File: src/rtl/store_capture_fifo.sv
`default_nettype none
// ============================================================================
//  Module      : store_capture_fifo
//  Description : Observes the data-memory write port, queues in-window stores
//                in a FIFO and raises sticky done/pass/fail on the end store.
//  Revision    : 1.0 - initial release
// ============================================================================
module store_capture_fifo #(
    parameter int          DEPTH     = 8,
    parameter logic [31:0] WIN_LO    = 32'd0,
    parameter logic [31:0] WIN_HI    = 32'd255,
    parameter logic [31:0] DONE_ADDR = 32'd100,
    parameter logic [31:0] DONE_DATA = 32'd7
) (
    input  logic                     clk,
    input  logic                     reset,
    input  logic                     MemWrite,
    input  logic [31:0]              DataAdr,
    input  logic [31:0]              WriteData,
    input  logic                     pop_ready,
    output logic                     pop_valid,
    output logic [31:0]              pop_addr,
    output logic [31:0]              pop_data,
    output logic [$clog2(DEPTH):0]   count,
    output logic                     overflow,
    output logic                     done,
    output logic                     pass,
    output logic                     fail
);

    localparam int                   c_PTR_W   = $clog2(DEPTH);
    localparam logic [c_PTR_W:0]     c_FULL    = (c_PTR_W + 1)'(DEPTH);
    localparam logic [c_PTR_W:0]     c_CNT_ONE = (c_PTR_W + 1)'(1);
    localparam logic [c_PTR_W-1:0]   c_PTR_ONE = c_PTR_W'(1);

    typedef enum logic [1:0] {
        ST_IDLE    = 2'd0,
        ST_CAPTURE = 2'd1,
        ST_DONE    = 2'd2
    } state_t;

    state_t               r_state;
    state_t               w_stateNxt;

    logic [31:0]          r_memAddr [DEPTH];
    logic [31:0]          r_memData [DEPTH];
    logic [c_PTR_W-1:0]   r_rdPtr;
    logic [c_PTR_W-1:0]   r_wrPtr;
    logic [c_PTR_W:0]     r_count;
    logic [31:0]          r_popAddr;
    logic [31:0]          r_popData;
    logic                 r_overflow;
    logic                 r_done;
    logic                 r_pass;
    logic                 r_fail;

    logic                 w_active;
    logic                 w_inWin;
    logic                 w_qualify;
    logic                 w_doneHit;
    logic                 w_full;
    logic                 w_popFire;
    logic                 w_push;
    logic                 w_drop;
    logic [c_PTR_W-1:0]   w_rdNxt;
    logic [c_PTR_W-1:0]   w_wrNxt;
    logic [c_PTR_W:0]     w_countNxt;
    logic [31:0]          w_headAddr;
    logic [31:0]          w_headData;

    // Lower bound written as {a,1} > {lo,0} (== a >= lo) so WIN_LO = 0 is not a constant compare.
    assign w_inWin   = ({DataAdr, 1'b1} > {WIN_LO, 1'b0}) && (DataAdr <= WIN_HI);
    assign w_active  = (r_state != ST_DONE);
    assign w_qualify = MemWrite && w_inWin && w_active;
    assign w_doneHit = MemWrite && (DataAdr == DONE_ADDR) && w_active;

    assign w_full    = (r_count == c_FULL);
    assign pop_valid = (r_count != '0);
    assign w_popFire = pop_valid && pop_ready;
    assign w_push    = w_qualify && (!w_full || w_popFire);
    assign w_drop    = w_qualify && w_full && !w_popFire;

    assign w_rdNxt   = w_popFire ? (r_rdPtr + c_PTR_ONE) : r_rdPtr;
    assign w_wrNxt   = w_push    ? (r_wrPtr + c_PTR_ONE) : r_wrPtr;

    always_comb begin
        w_countNxt = r_count;
        if (w_push && !w_popFire) begin
            w_countNxt = r_count + c_CNT_ONE;
        end else if (!w_push && w_popFire) begin
            w_countNxt = r_count - c_CNT_ONE;
        end
    end

    // Next head is the store being written this edge when it lands in the head slot.
    always_comb begin
        w_headAddr = '0;
        w_headData = '0;
        if (w_countNxt != '0) begin
            if (w_push && (w_rdNxt == r_wrPtr)) begin
                w_headAddr = DataAdr;
                w_headData = WriteData;
            end else begin
                w_headAddr = r_memAddr[w_rdNxt];
                w_headData = r_memData[w_rdNxt];
            end
        end
    end

    always_comb begin
        w_stateNxt = r_state;
        case (r_state)
            ST_IDLE: begin
                if (w_doneHit)      w_stateNxt = ST_DONE;
                else if (w_qualify) w_stateNxt = ST_CAPTURE;
            end
            ST_CAPTURE: begin
                if (w_doneHit)      w_stateNxt = ST_DONE;
            end
            ST_DONE:                w_stateNxt = ST_DONE;
            default:                w_stateNxt = ST_IDLE;
        endcase
    end

    always_ff @(posedge clk) begin
        if (w_push) begin
            r_memAddr[r_wrPtr] <= DataAdr;
            r_memData[r_wrPtr] <= WriteData;
        end
    end

    always_ff @(posedge clk or negedge reset) begin
        if (!reset) begin
            r_state    <= ST_IDLE;
            r_rdPtr    <= '0;
            r_wrPtr    <= '0;
            r_count    <= '0;
            r_popAddr  <= '0;
            r_popData  <= '0;
            r_overflow <= 1'b0;
            r_done     <= 1'b0;
            r_pass     <= 1'b0;
            r_fail     <= 1'b0;
        end else begin
            r_state    <= w_stateNxt;
            r_rdPtr    <= w_rdNxt;
            r_wrPtr    <= w_wrNxt;
            r_count    <= w_countNxt;
            r_popAddr  <= w_headAddr;
            r_popData  <= w_headData;
            if (w_drop) begin
                r_overflow <= 1'b1;
            end
            if (w_doneHit) begin
                r_done <= 1'b1;
                r_pass <= (WriteData == DONE_DATA);
                r_fail <= (WriteData != DONE_DATA);
            end
        end
    end

    assign pop_addr = r_popAddr;
    assign pop_data = r_popData;
    assign count    = r_count;
    assign overflow = r_overflow;
    assign done     = r_done;
    assign pass     = r_pass;
    assign fail     = r_fail;

endmodule
`default_nettype wire

File: config.mk
export PLATFORM = sky130hd
export DESIGN_NAME = store_capture_fifo
export DESIGN_NICKNAME = d
export VERILOG_FILES = /design/src/rtl/store_capture_fifo.sv
export SDC_FILE = /design/constraint.sdc
export NUM_CORES = 1
export LEC_CHECK = 0
export ABC_AREA = 1
export CAP_MARGIN = 0
export CORE_ASPECT_RATIO = 1.4
export CORE_MARGIN = 5
export CORE_UTILIZATION = 47
export CTS_BUF_LIST = sky130_fd_sc_hd__clkbuf_8
export DETAILED_ROUTE_END_ITERATION = 7
export PLACE_DENSITY_LB_ADDON = 0.25
export SYNTH_ARGS = -nofsm -noshare
export SYNTH_HDL_FRONTEND = slang
export SYNTH_SLANG_ARGS = --single-unit
File: constraint.sdc
create_clock -name clk -period 6 [get_ports clk]
set_input_delay 1.2 -clock clk [delete_from_list [all_inputs] [get_ports clk]]
set_output_delay 1.2 -clock clk [all_outputs]
set_load 0.05 [all_outputs]
==> impl_metrics.json, run 1 <==
{
  "cts_hold_buf": 0,
  "post_drt_via_cell_ratio": 5.55,
  "synth.area.top_cells": "edfxtp_1, dfrtp_1, nand3_1",
  "yosysTopAreaCell": "edfxtp_1",
  "area_growth_pct": 15.7,
  "synthTopCellsByCount": "edfxtp_1, nand2_1, nand3_1",
  "synth_seq_cells": 592,
  "grt-ovfl-total": 0,
  "synth_async_sr_flop_share_pct": 13.5,
  "core_area_um2": 50800,
  "required_ns": 6.53,
  "dieArea_um2": 55700,
  "track_usage_pct": 21.3,
  "post_cts_buffers": 0,
  "dr.pass1.iters": 5,
  "critPathCaptureType": "register",
  "final_nets": 2188,
  "final-hold-violation-count": 0,
  "gp_congestion": 0.810,
  "die_y_um": 277,
  "grt_pass1_wl_um": 93100,
  "place.detailed.hpwl_um": 31200,
  "vdd_drop_max_v": 0.000334,
  "yosysWarnings": 0,
  "fin_crit_sh_pct": 63.8,
  "maxSlewHeadroom_pct": 12.1,
  "vias": 15800,
  "ys_seq_area_share_pct": 72.5,
  "root_buffer": "clkbuf_8",
  "cts_tree": "yes",
  "grt_antenna_before_repair": 5,
  "clockBufferDepth": 3,
  "worstSetupStartpointType": "input pin",
  "tns_ns": 0,
  "outcome": "complete, no violations",
  "cts.htree.levels": 3,
  "maxCapViolCount": 0,
  "die-width_um": 201,
  "grt_pass1_vias": 16200,
  "finalSetupViolCount": 0,
  "p_seq_share_pct": 36.1,
  "critical_path_class": "in -> reg",
  "switchingPower_mw": 5.38,
  "regToRegSetupSlack_ns": 2.49,
  "pin_count": 141,
  "power.share.clock_pct": 23.5,
  "crit_path_start": "DataAdr[24]",
  "start_util_pct": 47.2,
  "seq_area_um2": 17400,
  "routed_wl_um": 59900,
  "postRouteAntennaNets": 0,
  "slew_viol_final": 0,
  "rsz0062_at_grt": "no",
  "ys.flop_type": "edfxtp_1",
  "yosysUniqueCellTypes": 34,
  "fin_skew_ns": 0.0267,
  "fin_ws_ns": 2.17,
  "cp_max_fo": 43,
  "synth.cell_area_um2": 24000,
  "grt_max_degree": 257,
  "cp_data_arrival_time_ns": 4.36,
  "avgSynthCellArea_um2": 12.2,
  "tightest_slew_ns": 1.32,
  "p_int_mw": 8.10,
  "fmax_mhz": 261,
  "reg2reg_from": "count[0]",
  "wl_per_cell_um": 21.1,
  "dp_worst_setup_slack_ns": 1.50,
  "numCtsBuffers": 87,
  "synth_cells": 1965,
  "multi_input_area_um2": 5870,
  "synth-edff-count": 512,
  "min_period_ns": 3.83,
  "clkSinkCount": 592,
  "port_buffers": 140,
  "fill_cells": 4222,
  "cts.clk_slew.worst_paths_ns": 0.07,
  "drive_gt1_share_pct": 12.6,
  "swShare_pct": 39.9,
  "yosysTopAreaCellShare_pct": 64.1,
  "post-route-util_pct": 54.7,
  "pwr-share-comb_pct": 40.4,
  "fp-row-count": 98,
  "clock_latency_ns": 0.66,
  "min_path_type": "in -> async",
  "yosysMostFrequentCell": "edfxtp_1",
  "cts.repair.resized": 0,
  "drt-initial-drc-count": 1125,
  "syn-num-nets": 2041,
  "drc": 0,
  "power.density_nw_per_um2": 486,
  "p_leak_nw": 10.2
}
## metrics by stage
| step | instance area, um^2 | hold WS [ns] | cells | power (mW) |
|---|---|---|---|---|
| 2_1_floorplan | 24000 | 0.580 | 1965 | 8.73 |
| 3_3_place_gp | 26000 | 0.454 | 2673 | 10.3 |
| 3_5_place_dp | 26000 | 0.469 | 2673 | 10.4 |
| 4_1_cts | 27700 | 0.430 | 2837 | 13.6 |
| 5_1_grt | 27700 | 0.470 | 2838 | 14.3 |
| 6_report | 27800 | 0.460 | 2839 | 13.5 |
## layout make-up
| type | instances | share of cell area (%) |
|---|---|---|
| repair buffers | 174 | 6.10 |
| flip-flops and latches | 592 | 62.6 |
| inverters | 69 | 0.938 |
| multi-input cells | 1188 | 21.2 |
| clock buffers | 107 | 5.31 |
| well taps | 650 | 2.93 |
| clock inverters | 57 | 0.942 |
| diodes | 2 | 0.0180 |
## worst max-delay path, cell delays in order
cell and delay [ns]:
clkdlybuf4s50_1 0.55, nor2_1 0.37, nand2_1 0.13, nor2_1 0.12
nand2_1 0.07, nor2_2 0.23, nand2_1 0.12, inv_2 0.11
nand3_1 0.07, nand2_1 0.10, nand2_1 0.13, nor2_8 0.74
buf_4 0.34, nor2_1 0.06
## final timing paths
check,end,cells past startpoint
max reg2reg,pop_data[5],14
min,pop_addr[6],1
min reg2reg,done,1
max in group asynchronous,pop_addr[23],2
max,pop_addr[8],14
min in group clk,done,1
## cell families after synthesis
family	synth area share (%)
AOI/OAI and AO/OA	2.85
xor gates and xnor gates	0.146
adders and majority gates	0.417
buffers and inverters	3.41
DFF	72.5
and+or+nand+nor	20.7
## power by group through the flow
stage	Clock, mW	Sequential [mW]	Combinational, mW
2_1_floorplan	0	5.73	3.00
3_3_place_gp	0	4.96	5.36
3_5_place_dp	0	4.95	5.44
4_1_cts	3.23	4.87	5.47
5_1_grt	3.41	4.89	5.96
6_report	3.16	4.87	5.45
## layer usage
metal	up-vias	share of wire [%]	global-route usage, %
met2	547	52	37.1
li1	7252	-	-
met3	93	6.7	4.30
met5	-	0.047	0
met4	6	2.1	7.68
met1	7865	40	26.5
## flip-flops by register name, indices dropped and copies added, names as in the netlist
register / cells
count: 4
overflow: 1
r_memAddr: 256
done: 1
r_state: 2
pop_data: 32
r_wrPtr: 3
pass: 1
fail: 1
pop_addr: 32
r_rdPtr: 3
r_memData: 256
## cell usage in the layout, fill, tap and decap left out, types with 35 or more instances in the layout
cell             instances
nand2_1                417
o21ai_0                 54
clkdlybuf4s50_1        139
nand3_1                396
clkbuf_8               107
edfxtp_1               512
o211ai_1                47
dfrtp_1                 80
or2_2                   94
nor2_1                  90
nand3b_1                35
inv_1                   91
(Power assumes the default switching activity.)
==> run 2, diff against run 1 <==
clock period = 3.6 ns   (was 6 ns; I/O delays follow)
==> run 2 against run 1 <==
Sequential share of layout area decreased by 1.7 points; global-route usage up 0.10 points; setup slack worse by 1.7 ns; final cell count rose by 1.7%; hold slack worse by 0.29 ns; sequential power up 66%; critical endpoint is now pop_valid; largest cell class unchanged.
==> impl_metrics.json, run 2 (synthesized netlist as in run 1, its figures left out) <==
{
  "outcome": "complete, no violations",
  "numCtsBuffers": 88,
  "vias": 15700,
  "place.detailed.hpwl_um": 34400,
  "clockBufferDepth": 3,
  "crit_buf_inv": 2,
  "cp_cell_sequence": "inv_1 > ha_1 > nand3_4 > clkdlybuf4s50_1",
  "grt_antenna_before_repair": 2,
  "min_period_ns": 3.13,
  "path_depth": 4,
  "crit_slowest_cell": "clkdlybuf4s50_1",
  "fin_crit_sh_pct": 87.1,
  "final_common_cell": "edfxtp_1",
  "pin_count": 141,
  "critPathCaptureType": "primary output",
  "slowest_delay_ns": 0.83,
  "drt-initial-drc-count": 1244,
  "cts.htree.levels": 3,
  "die_y_um": 277,
  "grt_max_degree": 139,
  "cp_data_arrival_time_ns": 2.41,
  "min_path_type": "in -> async",
  "root_buffer": "clkbuf_8",
  "dieArea_um2": 55700,
  "fin_skew_ns": 0.0254,
  "maxCapViolCount": 0,
  "dr.pass1.iters": 5,
  "tightest_slew_ns": 0.854,
  "finalSetupViolCount": 0,
  "cp_max_fo": 5,
  "core_area_um2": 50800,
  "dpl_cell_area_um2": 26700,
  "clock_latency_ns": 0.65,
  "grt_pass1_vias": 16400,
  "worstSetupStartpointType": "register",
  "post_drt_via_cell_ratio": 5.45,
  "final_nets": 2237,
  "slew_viol_final": 0,
  "clkSinkCount": 592,
  "final-hold-violation-count": 0,
  "worst_hold_slack_ns": 0.171,
  "critical_path.top_delay_family": "buffers and inverters",
  "postRouteAntennaNets": 0,
  "p_total_mw": 23.0,
  "port_buffers": 140,
  "fp-row-count": 98,
  "drive_gt1_share_pct": 14.7,
  "p_leak_nw": 10.5,
  "post_cts_buffers": 0,
  "track_usage_pct": 21.4,
  "critical_path_class": "reg -> out",
  "fmax_mhz": 319,
  "final_area_um2": 28500,
  "vdd_drop_max_v": 0.000736,
  "grt_pass1_wl_um": 93600,
  "cts.repair.resized": 0,
  "routed_wl_um": 60400,
  "die-width_um": 201,
  "grt-ovfl-total": 0,
  "gp_congestion": 0.819,
  "wl_per_cell_um": 20.9,
  "required_ns": 2.88,
  "maxSlewHeadroom_pct": 43.1,
  "cts_tree": "yes",
  "mostFrequentLayoutCells": "edfxtp_1, nand2_1, nand3_1",
  "top_regs": "r_memAddr (256), r_memData (256)",
  "start_util_pct": 47.2,
  "fill_cells": 4193,
  "area_growth_pct": 18.9,
  "drc": 0,
  "power.density_nw_per_um2": 805,
  "rsz0062_at_grt": "no",
  "reg2regPathDepth": 13,
  "cts.clk_slew.worst_paths_ns": 0.06,
  "cts_hold_buf": 0
}
[run 2: changes by cell type in the layout (fill, tap and decap cells not counted), sizes merged]
cell      previous run  this run
buf                 35        83
bufinv               1         7
clkbuf             107        96
clkinv              26        30
clkinvlp             3         5
inv                 96        94
[run 2: final timing paths]
path                       slack, ns          end      from
max reg2reg                     0.75  pop_data[6]  count[0]
min                             0.17  pop_addr[0]     reset
max                             0.47    pop_valid  count[0]
min in group clk                0.48         done      done
max in group asynchronous       2.63   r_rdPtr[1]     reset
min reg2reg                     0.48         done      done
[run 2: through the flow]
stage / std cells / setup slack [ns] / utilization, % / setup TNS [ns]
global route: 2885 / 0.371 / 56.2 / 0
finish: 2886 / 0.466 / 56.2 / 0
detailed placement: 2721 / 0.0864 / 52.6 / 0
global placement: 2721 / 0.126 / 52.6 / 0
CTS: 2884 / 0.427 / 56.2 / 0
floorplan: 1965 / -0.939 / - / -476.82
[run 2: cell type report]
| class | count | area [um^2] | share of cell area [%] |
|---|---|---|---|
| Antenna cell | 2 | 5.00 | 0.0176 |
| Sequential cell | 592 | 17400 | 60.9 |
| Inverter | 69 | 263 | 0.921 |
| Clock buffer | 96 | 1320 | 4.63 |
| Clock inverter | 67 | 475 | 1.67 |
| Timing Repair Buffer | 222 | 2340 | 8.21 |
| Tap cell | 650 | 813 | 2.85 |
| Multi-Input combinational cell | 1188 | 5920 | 20.8 |
[run 2: worst reg2reg max path: stages (launching register included)]
cell and delay (ns):
dfrtp_1 0.43, inv_1 0.12, ha_1 0.25, nand3_4 0.14, nand2_4 0.16, nand2_1 0.11, nand2_4 0.17, buf_4 0.64
nand2_1 0.15, nand3_1 0.12, nand3_1 0.15, nand3_1 0.17, nand2_1 0.06, nor2_1 0.10
[run 2: report_power, final]
group          internal, mW  switching [mW]  leakage (nW)
Combinational          2.99            6.34          3.94
Sequential             7.91           0.179          5.56
Clock                  2.97            2.56          1.01
[run 2: metal layers]
metal  track usage (%)  part of all wire (%)
met3              3.67                   6.2
met4              8.05                   2.9
met2              37.4                    51
met1              26.9                    40
met5                 0                     0
==> run 3, diff against run 2 <==
==> constraint.sdc (replaced) <==
create_clock -name clk -period 3.6 [get_ports clk]
set_input_delay 0.54 -clock clk [delete_from_list [all_inputs] [get_ports clk]]
set_output_delay 0.54 -clock clk [all_outputs]
set_load 0.05 [all_outputs]
==> run 3 against run 2 <==
Via count down 0.90%; global-route usage down 0.42 points; highest routed layer unchanged; first-iteration DRC count down 6.6%; clock power up 2%; final cell count down 0.87%; critical path depth unchanged; die area unchanged; sequential share of layout area up 0.49 points; critical path type unchanged; combinational power down 2%; cell area down 0.80%; sequential cell count unchanged.
==> impl_metrics.json, run 3 (synthesized netlist as in run 1, its figures left out) <==
{
  "outcome": "complete, no violations",
  "clock_latency_ns": 0.65,
  "start_util_pct": 47.2,
  "drt-initial-drc-count": 1162,
  "grt_pass1_vias": 15900,
  "critical_path.top_delay_family": "buffers and inverters",
  "regToRegSetupSlack_ns": 0.72,
  "drc": 0,
  "dp_worst_setup_slack_ns": 0.264,
  "root_buffer": "clkbuf_8",
  "final-hold-violation-count": 0,
  "dr.pass1.iters": 5,
  "cts.htree.levels": 3,
  "port_buffers": 140,
  "grt-ovfl-total": 0,
  "top_regs": "r_memAddr (256), r_memData (256)",
  "wl_per_cell_um": 20.8,
  "post_cts_buffers": 0,
  "post_drt_via_cell_ratio": 5.45,
  "fin_ws_ns": 0.673,
  "gp_congestion": 0.774,
  "drive_gt1_share_pct": 13.5,
  "pin_count": 141,
  "critical_path_class": "reg -> out",
  "stdcell_count": 2861,
  "p_total_mw": 22.9,
  "critPathCaptureType": "primary output",
  "cp_cell_sequence": "inv_1 > ha_1 > nand3_4 > clkdlybuf4s50_1",
  "die-width_um": 201,
  "clkSinkCount": 592,
  "final_common_cell": "edfxtp_1",
  "finalSetupViolCount": 0,
  "cts.repair.resized": 0,
  "tns_ns": 0,
  "tightest_slew_ns": 1.01,
  "wl_met1_um": 24300,
  "die_y_um": 277,
  "cp_data_arrival_time_ns": 2.39,
  "vias": 15600,
  "track_usage_pct": 21.0,
  "maxCapViolCount": 0,
  "top_layer_used": "met4",
  "area_growth_pct": 18.0,
  "wl_met2_um": 30300,
  "fill_cells": 4226,
  "cts_hold_buf": 0,
  "post-route-util_pct": 55.7,
  "fin_skew_ns": 0.0186,
  "worst_hold_slack_ns": 0.0625,
  "dieArea_um2": 55700,
  "core_area_um2": 50800,
  "clockBufferDepth": 3,
  "cts_tree": "yes",
  "final_nets": 2208,
  "routed_wl_um": 59600,
  "place.detailed.hpwl_um": 32000,
  "numCtsBuffers": 88,
  "grt_antenna_before_repair": 2,
  "grt_max_degree": 163,
  "min_path_type": "in -> async",
  "fmax_mhz": 342,
  "slew_viol_final": 0,
  "vdd_drop_max_v": 0.000737,
  "final_area_um2": 28300,
  "power.density_nw_per_um2": 809,
  "dpl_cell_area_um2": 26400,
  "postRouteAntennaNets": 0,
  "rsz0062_at_grt": "no",
  "cts.clk_slew.worst_paths_ns": 0.06,
  "worstSetupStartpointType": "register",
  "dr_wl_met3_um": 3550,
  "crit_slowest_cell": "clkdlybuf4s50_1",
  "min_period_ns": 2.93,
  "grt_pass1_wl_um": 91900,
  "maxSlewHeadroom_pct": 32.7,
  "cp_max_fo": 5,
  "crit_buf_inv": 2,
  "required_ns": 3.06,
  "slowest_delay_ns": 0.81,
  "p_leak_nw": 10.4,
  "place_inst": 2692,
  "fin_crit_sh_pct": 81.3,
  "mostFrequentLayoutCells": "edfxtp_1, nand2_1, nand3_1",
  "fp-row-count": 98
}
==> run 3: changes by cell type in the layout (fill, tap and decap cells not counted), moves of 2 or more <==
cell	previous run	this run
clkinv_2	18	10
inv_1	89	96
inv_6	0	5
clkbuf_8	96	99
buf_4	57	33
clkinv_1	12	10
buf_12	26	21
clkinvlp_4	5	3
==> run 3: path summary, 6_finish.rpt <==
check,start,to,cells past startpoint
max in group asynchronous,reset,pop_addr[20],2
hold reg to reg,done,done,1
hold / removal,reset,pop_data[24],1
setup reg to reg,count[0],pop_data[6],13
min in group clk,done,done,1
setup / recovery,count[0],pop_valid,4
==> run 3: worst reg2reg max path: stages, from the launching register on <==
cell and delay (ns):
dfrtp_1 0.43, inv_1 0.12, ha_1 0.24, nand3_4 0.13, nand2_4 0.15, nand2_1 0.11
nand2_4 0.10, buf_4 0.73, nand2_1 0.16, nand3_1 0.13, nand3_1 0.13, nand3_1 0.19
nand2_1 0.07, nor2_1 0.11
==> run 3: where the power goes <==
| part | switching (mW) | internal, mW |
|---|---|---|
| Combinational | 6.26 | 2.92 |
| Clock | 2.58 | 3.05 |
| Sequential | 0.173 | 7.91 |
| Total | 9.01 | 13.9 |
==> run 3: metal layers <==
layer  up-vias  global-route usage [%]
met5         -                       0
met4         0                    7.15
met3        85                    3.85
met2       514                    36.4
met1      7690                    26.7
li1       7299                       -
==> run 3: final cells by class <==
class                   instances  area (um^2)  share of cell area, %
clock inverters                67          483                   1.71
multi-input cells            1188         5920                   20.9
well taps                     650          813                   2.88
clock buffers                  99         1360                   4.82
diodes                          3         7.51                 0.0265
flip-flops and latches        592        17400                   61.4
inverters                      69          263                  0.929
repair buffers                193         2060                   7.28
